--- src/rtl/popcount_stream_acc.sv ---
// Streaming popcount accumulator: sums the set (or clear) bits of each accepted
// beat over a frame and holds the saturated frame total until the consumer takes it.
//
//  state   | meaning
//  --------+---------------------------------------------------------------
//  ST_ACC  | accepting beats, accumulating the running count/beat total
//  ST_HOLD | frame closed; result presented on out_* until out_ready
module popcount_stream_acc #(
    parameter int WIDTH      = 32,
    parameter int ACC_WIDTH  = 16,
    parameter int BEAT_WIDTH = 8
) (
    input  logic                  clk,
    input  logic                  rst,
    input  logic                  in_valid,
    input  logic [WIDTH-1:0]      in_data,
    input  logic                  in_last,
    input  logic                  in_zeros,
    output logic                  in_ready,
    output logic                  out_valid,
    input  logic                  out_ready,
    output logic [ACC_WIDTH-1:0]  out_count,
    output logic [BEAT_WIDTH-1:0] out_beats,
    output logic                  out_sat
);

    localparam int CW = $clog2(WIDTH) + 1;

    typedef enum logic {
        ST_ACC  = 1'b0,
        ST_HOLD = 1'b1
    } state_t;

    state_t                state_q, state_d;
    logic [ACC_WIDTH-1:0]  acc_q, acc_d;
    logic [BEAT_WIDTH-1:0] beats_q, beats_d;
    logic                  sat_q, sat_d;

    logic [WIDTH-1:0]      word;
    logic [CW-1:0]         bit_cnt;
    logic [ACC_WIDTH:0]    acc_sum;
    logic [ACC_WIDTH-1:0]  acc_clamped;
    logic                  acc_ovf;
    logic [BEAT_WIDTH-1:0] beats_inc;
    logic                  beats_full;

    assign word = in_zeros ? ~in_data : in_data;

    always_comb begin
        bit_cnt = '0;
        for (int i = 0; i < WIDTH; i++) begin
            bit_cnt = bit_cnt + CW'(word[i]);
        end
    end

    // One extra bit of headroom so an overflowing sum is detected, never wrapped.
    assign acc_sum     = {1'b0, acc_q} + {{(ACC_WIDTH + 1 - CW){1'b0}}, bit_cnt};
    assign acc_ovf     = acc_sum[ACC_WIDTH];
    assign acc_clamped = acc_ovf ? {ACC_WIDTH{1'b1}} : acc_sum[ACC_WIDTH-1:0];

    assign beats_full = &beats_q;
    assign beats_inc  = beats_full ? beats_q : beats_q + BEAT_WIDTH'(1);

    always_ff @(posedge clk) begin
        if (rst) begin
            state_q <= ST_ACC;
            acc_q   <= '0;
            beats_q <= '0;
            sat_q   <= 1'b0;
        end else begin
            state_q <= state_d;
            acc_q   <= acc_d;
            beats_q <= beats_d;
            sat_q   <= sat_d;
        end
    end

    always_comb begin
        state_d = state_q;
        acc_d   = acc_q;
        beats_d = beats_q;
        sat_d   = sat_q;
        case (state_q)
            ST_ACC: begin
                if (in_valid) begin
                    acc_d   = acc_clamped;
                    beats_d = beats_inc;
                    sat_d   = sat_q | acc_ovf | beats_full;
                    if (in_last) begin
                        state_d = ST_HOLD;
                    end
                end
            end
            ST_HOLD: begin
                if (out_ready) begin
                    state_d = ST_ACC;
                    acc_d   = '0;
                    beats_d = '0;
                    sat_d   = 1'b0;
                end
            end
            default: begin
                state_d = ST_ACC;
            end
        endcase
    end

    // Handshake outputs come straight from the state register.
    assign in_ready  = (state_q == ST_ACC);
    assign out_valid = (state_q == ST_HOLD);
    assign out_count = acc_q;
    assign out_beats = beats_q;
    assign out_sat   = sat_q;

endmodule

--- config.mk ---
export PLATFORM = sky130hd
export DESIGN_NAME = popcount_stream_acc
export DESIGN_NICKNAME = d
export VERILOG_FILES = /design/src/rtl/popcount_stream_acc.sv
export SDC_FILE = /design/constraint.sdc
export NUM_CORES = 1
export LEC_CHECK = 0
export ABC_AREA = 1
export CAP_MARGIN = 30
export CELL_PAD_IN_SITES_DETAIL_PLACEMENT = 1
export CELL_PAD_IN_SITES_GLOBAL_PLACEMENT = 1
export CORE_MARGIN = 10
export CORE_UTILIZATION = 33
export CTS_CLUSTER_SIZE = 8
export DETAILED_ROUTE_END_ITERATION = 8
export PLACE_DENSITY_LB_ADDON = 0.1
export SLEW_MARGIN = 0
export SYNTH_ARGS = -nofsm -noshare
export SYNTH_HDL_FRONTEND = slang
export SYNTH_SLANG_ARGS = --single-unit
--- constraint.sdc ---
create_clock -name clk -period 5.75 [get_ports clk]
set_input_delay 0.575 -clock clk [delete_from_list [all_inputs] [get_ports clk]]
set_output_delay 0.575 -clock clk [all_outputs]
set_load 0.01 [all_outputs]
==> impl_metrics.ini, run 1 <==
[clocking]
path_clk_slew_ns = 0.10
cts_tree = done
cts_buffers = 3
clock_latency_ns = 0.28
numClockSinks = 26
htreeDepth = 1
clk_path_buf_depth = 2
cts-root-buf = clkbuf_8

[cells_and_area]
antenna_cells = 0
drive_gt1_frac = 0.152
final_cell_area_mm2 = 0.00382
nets = 516
syn_to_final_growth_pct = 36.3

[hold_path]
hp-class = flop to flop
hold_depth = 2
hp-start = out_beats[1]
whs_endpoint = out_beats[1]

[timing]
maxSlewHeadroom = 0.713
min_period_ns = 5.57
fmax_ghz = 0.179
finalClockSkew_ns = 0.00668
layout_setup_ws_ns = 0.178
tightest_slew_ns = 0.430
hold_violations = 0
period_share = 0.969
tns_ns = 0
slew_violations = 0
setup-violations-final = 0

[setup_path]
rrSetupSlack_ns = 0.74
crit_path_end_kind = flop
worst_ep_arrival_time_ns = 5.79
timing.rr.end = out_count[8]
required_ns = 5.97
critPathMaxFanout = 3
r2r-start = out_count[0]
critPathLaunchType = input port
path_class = input port to flop
rr_worst_depth = 19

[detailed_routing]
drc_errors = 0
vias = 2549
drtPass1Iterations = 4
wire_per_inst_um = 15.1
finalWirelength_um = 8160
final_antenna_net_count = 0
drt_iter0_drc = 47
via_per_inst = 4.72

[global_route]
grt-ovfl-total = 0
antenna_found_initial = 0
grt_pass1_vias = 2751
use_met1 = 0.159
grt_usage = 0.125
grt_max_degree = 20
grt_use_met2 = 0.214
grt_busiest_layer = met2
grt_pass1_wl_um = 13400
met3_usage = 0.0250

[synthesis]
synthAdderAreaFrac = 0.257
syn_inst = 363
syn_area_mm2 = 0.00280
synth-compound-area-share = 0.0737
syn-num-nets = 443
synthSimpleGateAreaFrac = 0.269
ys_warn_count = 0
synth_mux_area_frac = 0
avgSynthCellArea_um2 = 7.72
synth-xor-area-share = 0.119
synth_seq_cells = 26
ys_types = 36
synth_top_family_by_area = simple AND/OR/NAND/NOR gates
synth_seq_area_share = 0.186

[place]
dp_hpwl_um = 6690
gp_congestion = 0.809
io_buffers = 64
pre_cts_slack_ns = -0.393
placed_area_mm2 = 0.00363

[die]
die-area_mm2 = 0.0126
chipHeight_um = 112
core_area_mm2 = 0.00826
rows = 33
start_util = 0.339
die_w_um = 112
ios = 65

[job]
drv_cap = 0

[run_status]
status = completed
layout by cell type (no fill, tap or decap), drive strengths merged, types with 3 or more instances in the layout:
cell type | netlist | final
nand2 | 97 | 97
o21ai | 4 | 4
clkdlybuf4s50 | 0 | 59
nand3b | 3 | 3
inv | 52 | 52
nor3 | 5 | 5
or2 | 4 | 4
dfxtp | 26 | 26
buf | 6 | 14
xor2 | 20 | 20
nand4 | 7 | 7
dlymetal6s2s | 0 | 4
xnor2 | 18 | 18
fa | 26 | 26
a21oi | 29 | 29
nand3 | 20 | 20
nor2 | 22 | 22
ha | 16 | 16
clkbuf | 3 | 3
layout make-up:
type	count	area, um^2
Sequential cell	26	520
Timing Repair Buffer	77	776
Clock inverter	1	30.0
Clock buffer	3	41.3
Tap cell	105	131
Fill cell	1013	4440
Inverter	53	204
Multi-Input combinational cell	275	2120
how the worst max path moves through the flow:
stage          depth (start not counted)  slack (ns)        start            end
2_1_floorplan                         24        0.02     in_zeros        out_sat
3_3_place_gp                          21       -0.31   in_data[0]  out_count[10]
3_5_place_dp                          21       -0.39   in_data[2]  out_count[14]
4_1_cts                               21        0.03   in_data[8]  out_count[14]
5_1_grt                               22      -0.007  in_data[22]   out_count[8]
6_report                              22        0.18  in_data[22]   out_count[8]
synth_stat cells, drive strengths merged:
master  number  share of area
a21oi       29          0.058
and3         1         0.0022
buf          6          0.015
clkbuf       3         0.0076
clkinv       1         0.0031
dfxtp       26           0.19
fa          26           0.19
ha          16          0.071
inv         52          0.070
nand2       97           0.14
nand3       20          0.041
nand3b       3         0.0080
nand4        7          0.018
nor2        22          0.033
nor3         5          0.017
o211ai       1         0.0027
o21a         1         0.0027
o21ai        4         0.0071
o21bai       1         0.0027
or2          4         0.0089
xnor2       18          0.056
xor2        20          0.063
critical path, cell delays in order:
cell	delay, ns
clkdlybuf4s50_1	0.50
xnor2_2	0.13
fa_1	0.47
fa_1	0.50
fa_1	0.52
inv_2	0.04
fa_1	0.52
inv_1	0.05
fa_1	0.46
fa_1	0.54
fa_2	0.20
inv_2	0.05
fa_2	0.39
nand2_2	0.09
nand2_4	0.06
nand4_4	0.08
nand2_4	0.06
buf_4	0.13
buf_4	0.13
o21ai_1	0.10
nand2_1	0.06
a21oi_1	0.14
cell families (layout without fill, tap and decap cells):
group	count (synthesis)	in the layout
AO/OA/AOI/OAI	36	36
XOR/XNOR	38	38
adder cells (fa/ha/maj)	42	42
buffers and inverters	62	134
flip-flops	26	26
AND/OR/NAND/NOR	159	159
per-stage QoR:
step	hold WS (ns)	utilization	instances
global placement	0.480	0.436	534
finish	0.507	0.463	540
floorplan	0.502	-	363
CTS	0.511	0.450	539
detailed placement	0.494	0.439	535
global route	0.537	0.463	540
routing by layer:
layer	vias up	wire length (um)
li1	1273	-
met1	1244	3740
met2	30	4130
met3	2	256
met4	0	34
met5	-	0
state kept, by name (all words and copies together) (netlist names):
signal     count
out_count     16
out_sat        1
out_valid      1
out_beats      8
timing repair:
| item | CTS | global route |
|---|---|---|
| endpoints found under the setup margin | 15 | 17 |
| pin swaps | 5 | 19 |
| resized for setup | 5 | 21 |
| hold buffers | 0 | 0 |
| hold endpoints to repair | 0 | 0 |
| buffers inserted | 0 | 1 |
Power of run 1 is not shown: default switching activity piles up to over one toggle a cycle in this logic, so the estimate is an artifact.
==> run 2: changes to the inputs <==
--- a/config.mk
+++ b/config.mk
@@ -9,7 +9,7 @@
 export CAP_MARGIN = 30
 export CELL_PAD_IN_SITES_DETAIL_PLACEMENT = 1
 export CELL_PAD_IN_SITES_GLOBAL_PLACEMENT = 1
-export CORE_MARGIN = 10
+export CORE_MARGIN = 2
 export CORE_UTILIZATION = 33
 export CTS_CLUSTER_SIZE = 8
 export DETAILED_ROUTE_END_ITERATION = 8
==> run 2 against run 1 <==
  * Non-clock buffer count increased by 3
  * Hold slack gained 0.0026 ns
  * Setup slack improved by 0.045 ns
  * Final cell count rose by 0.56%
==> impl_metrics.ini, run 2 (same netlist as run 1, synthesis figures left out) <==
[run_status]
status = completed

[cells_and_area]
syn_to_final_growth_pct = 37.8
multi_input_area_mm2 = 0.00215
final_cell_area_mm2 = 0.00386
antenna_cells = 0
nets = 519
drive_gt1_frac = 0.164
layout_commonest_cell = nand2_1
layout_common_cells = 83 x nand2_1, 54 x clkdlybuf4s50_1, 46 x inv_1, 26 x dfxtp_1, 24 x fa_1
n_fill_cell = 1006
seq_area_um2 = 520
largest_reg_flops = 16

[global_route]
grt_max_degree = 20
antenna_found_initial = 0
grt_usage = 0.173
grt_pass1_vias = 2824
grt_pass1_wl_um = 12700
grt-ovfl-total = 0

[detailed_routing]
drt_iter0_drc = 38
drc_errors = 0
final_antenna_net_count = 0
finalWirelength_um = 7590
vias = 2560
wire_per_inst_um = 14.0
drtPass1Iterations = 4
via_per_inst = 4.71

[setup_path]
rrSetupSlack_ns = 0.88
timing.critical_path.buf_inv = 6
critPathMaxStageDelay_ns = 0.58
crit_path_end_kind = flop
crit_top_cell = fa_1
slowest_stage = fa_1
required_ns = 5.97
path_class = input port to flop
critPathMaxFanout = 8
worst_ep_arrival_time_ns = 5.75
cp_top_family = adder cells
critPathLaunchType = input port
path_cells = buf_4, buf_8, xnor2_2, fa_1, fa_1, fa_1, inv_2, fa_1, inv_1, fa_1, fa_1, fa_2, inv_2, fa_2, nand2_4, nand2_4, nand4_4, nand2_4, nand2_4, buf_12, nand3_1, nand2_1, a21oi_2

[timing]
setup-violations-final = 0
slew_violations = 0
min_period_ns = 5.53
fmax_ghz = 0.181
hold_violations = 0
maxSlewHeadroom = 0.603
tightest_slew_ns = 0.593
period_share = 0.961
finalClockSkew_ns = 0.00682

[die]
die-area_mm2 = 0.00925
rows = 33
chipHeight_um = 96.2
start_util = 0.341
core_area_mm2 = 0.00822
die_w_um = 96.2
ios = 65

[clocking]
cts_buffers = 3
htreeDepth = 1
path_clk_slew_ns = 0.10
hold_buffers = 0
cts-root-buf = clkbuf_8
clock_latency_ns = 0.28
cts_tree = done
clk_path_buf_depth = 2
numClockSinks = 26

[hold_path]
hp-class = flop to flop

[place]
gp_congestion = 0.778
dp_hpwl_um = 6270
placed_area_mm2 = 0.00363
io_buffers = 64

[job]
drv_cap = 0
run 2: changes by cell type in the layout (fill, tap and decap cells not counted), moves of 2 or more:
cell	change
buf_4	+3
buf_8	+2
clkdlybuf4s50_1	-5
dlymetal6s2s_1	+4
xor2_1	-4
xor2_2	+4
run 2: worst paths after layout:
check / cells after the start / endpoint / from
max: 23 / out_count[13] / in_zeros
min reg2reg: 2 / out_count[5] / out_count[5]
max reg2reg: 19 / out_count[13] / out_count[0]
min: 2 / out_count[5] / out_count[5]
run 2: what timing repair did:
action	CTS	global route
pin swaps	8	21
resized for setup	6	33
setup endpoints to repair	17	17
buffers inserted	1	1
run 2: final cells by class:
| type | instances | area share |
|---|---|---|
| inverter | 53 | 0.0528 |
| timing repair buffer | 80 | 0.208 |
| tap | 105 | 0.0340 |
| clock buffer | 4 | 0.0143 |
| sequential | 26 | 0.135 |
| multi-input combinational | 275 | 0.556 |
run 2: through the flow:
step           hold slack, ns  setup TNS (ns)   util  instances  setup WS (ns)
2_1_floorplan           0.502               0      -        363         0.0205
4_1_cts                 0.515               0  0.451        542        0.00433
3_5_place_dp            0.495           -7.64  0.442        537         -0.493
3_3_place_gp            0.485           -4.96  0.440        536         -0.322
5_1_grt                 0.544         -0.0283  0.470        543        -0.0179
6_report                0.509               0  0.470        543          0.223
run 2: routing by layer:
metal / share of wire / wire length [um] / track usage
met5: 0 / 0 / 0
met4: 0.0069 / 52 / 0.0286
met3: 0.037 / 282 / 0.0204
met2: 0.51 / 3890 / 0.318
met1: 0.44 / 3360 / 0.220
run 2: worst reg2reg max path: cells and delay by family (launching register included):
family / cells / cell delay [ns]
AOI/OAI and AO/OA: 1 / 0.14
adders and majority gates: 8 / 3.49
buffers and inverters: 3 / 0.28
DFF: 1 / 0.39
and+or+nand+nor: 7 / 0.54
Power of run 2 is left out for the same reason.
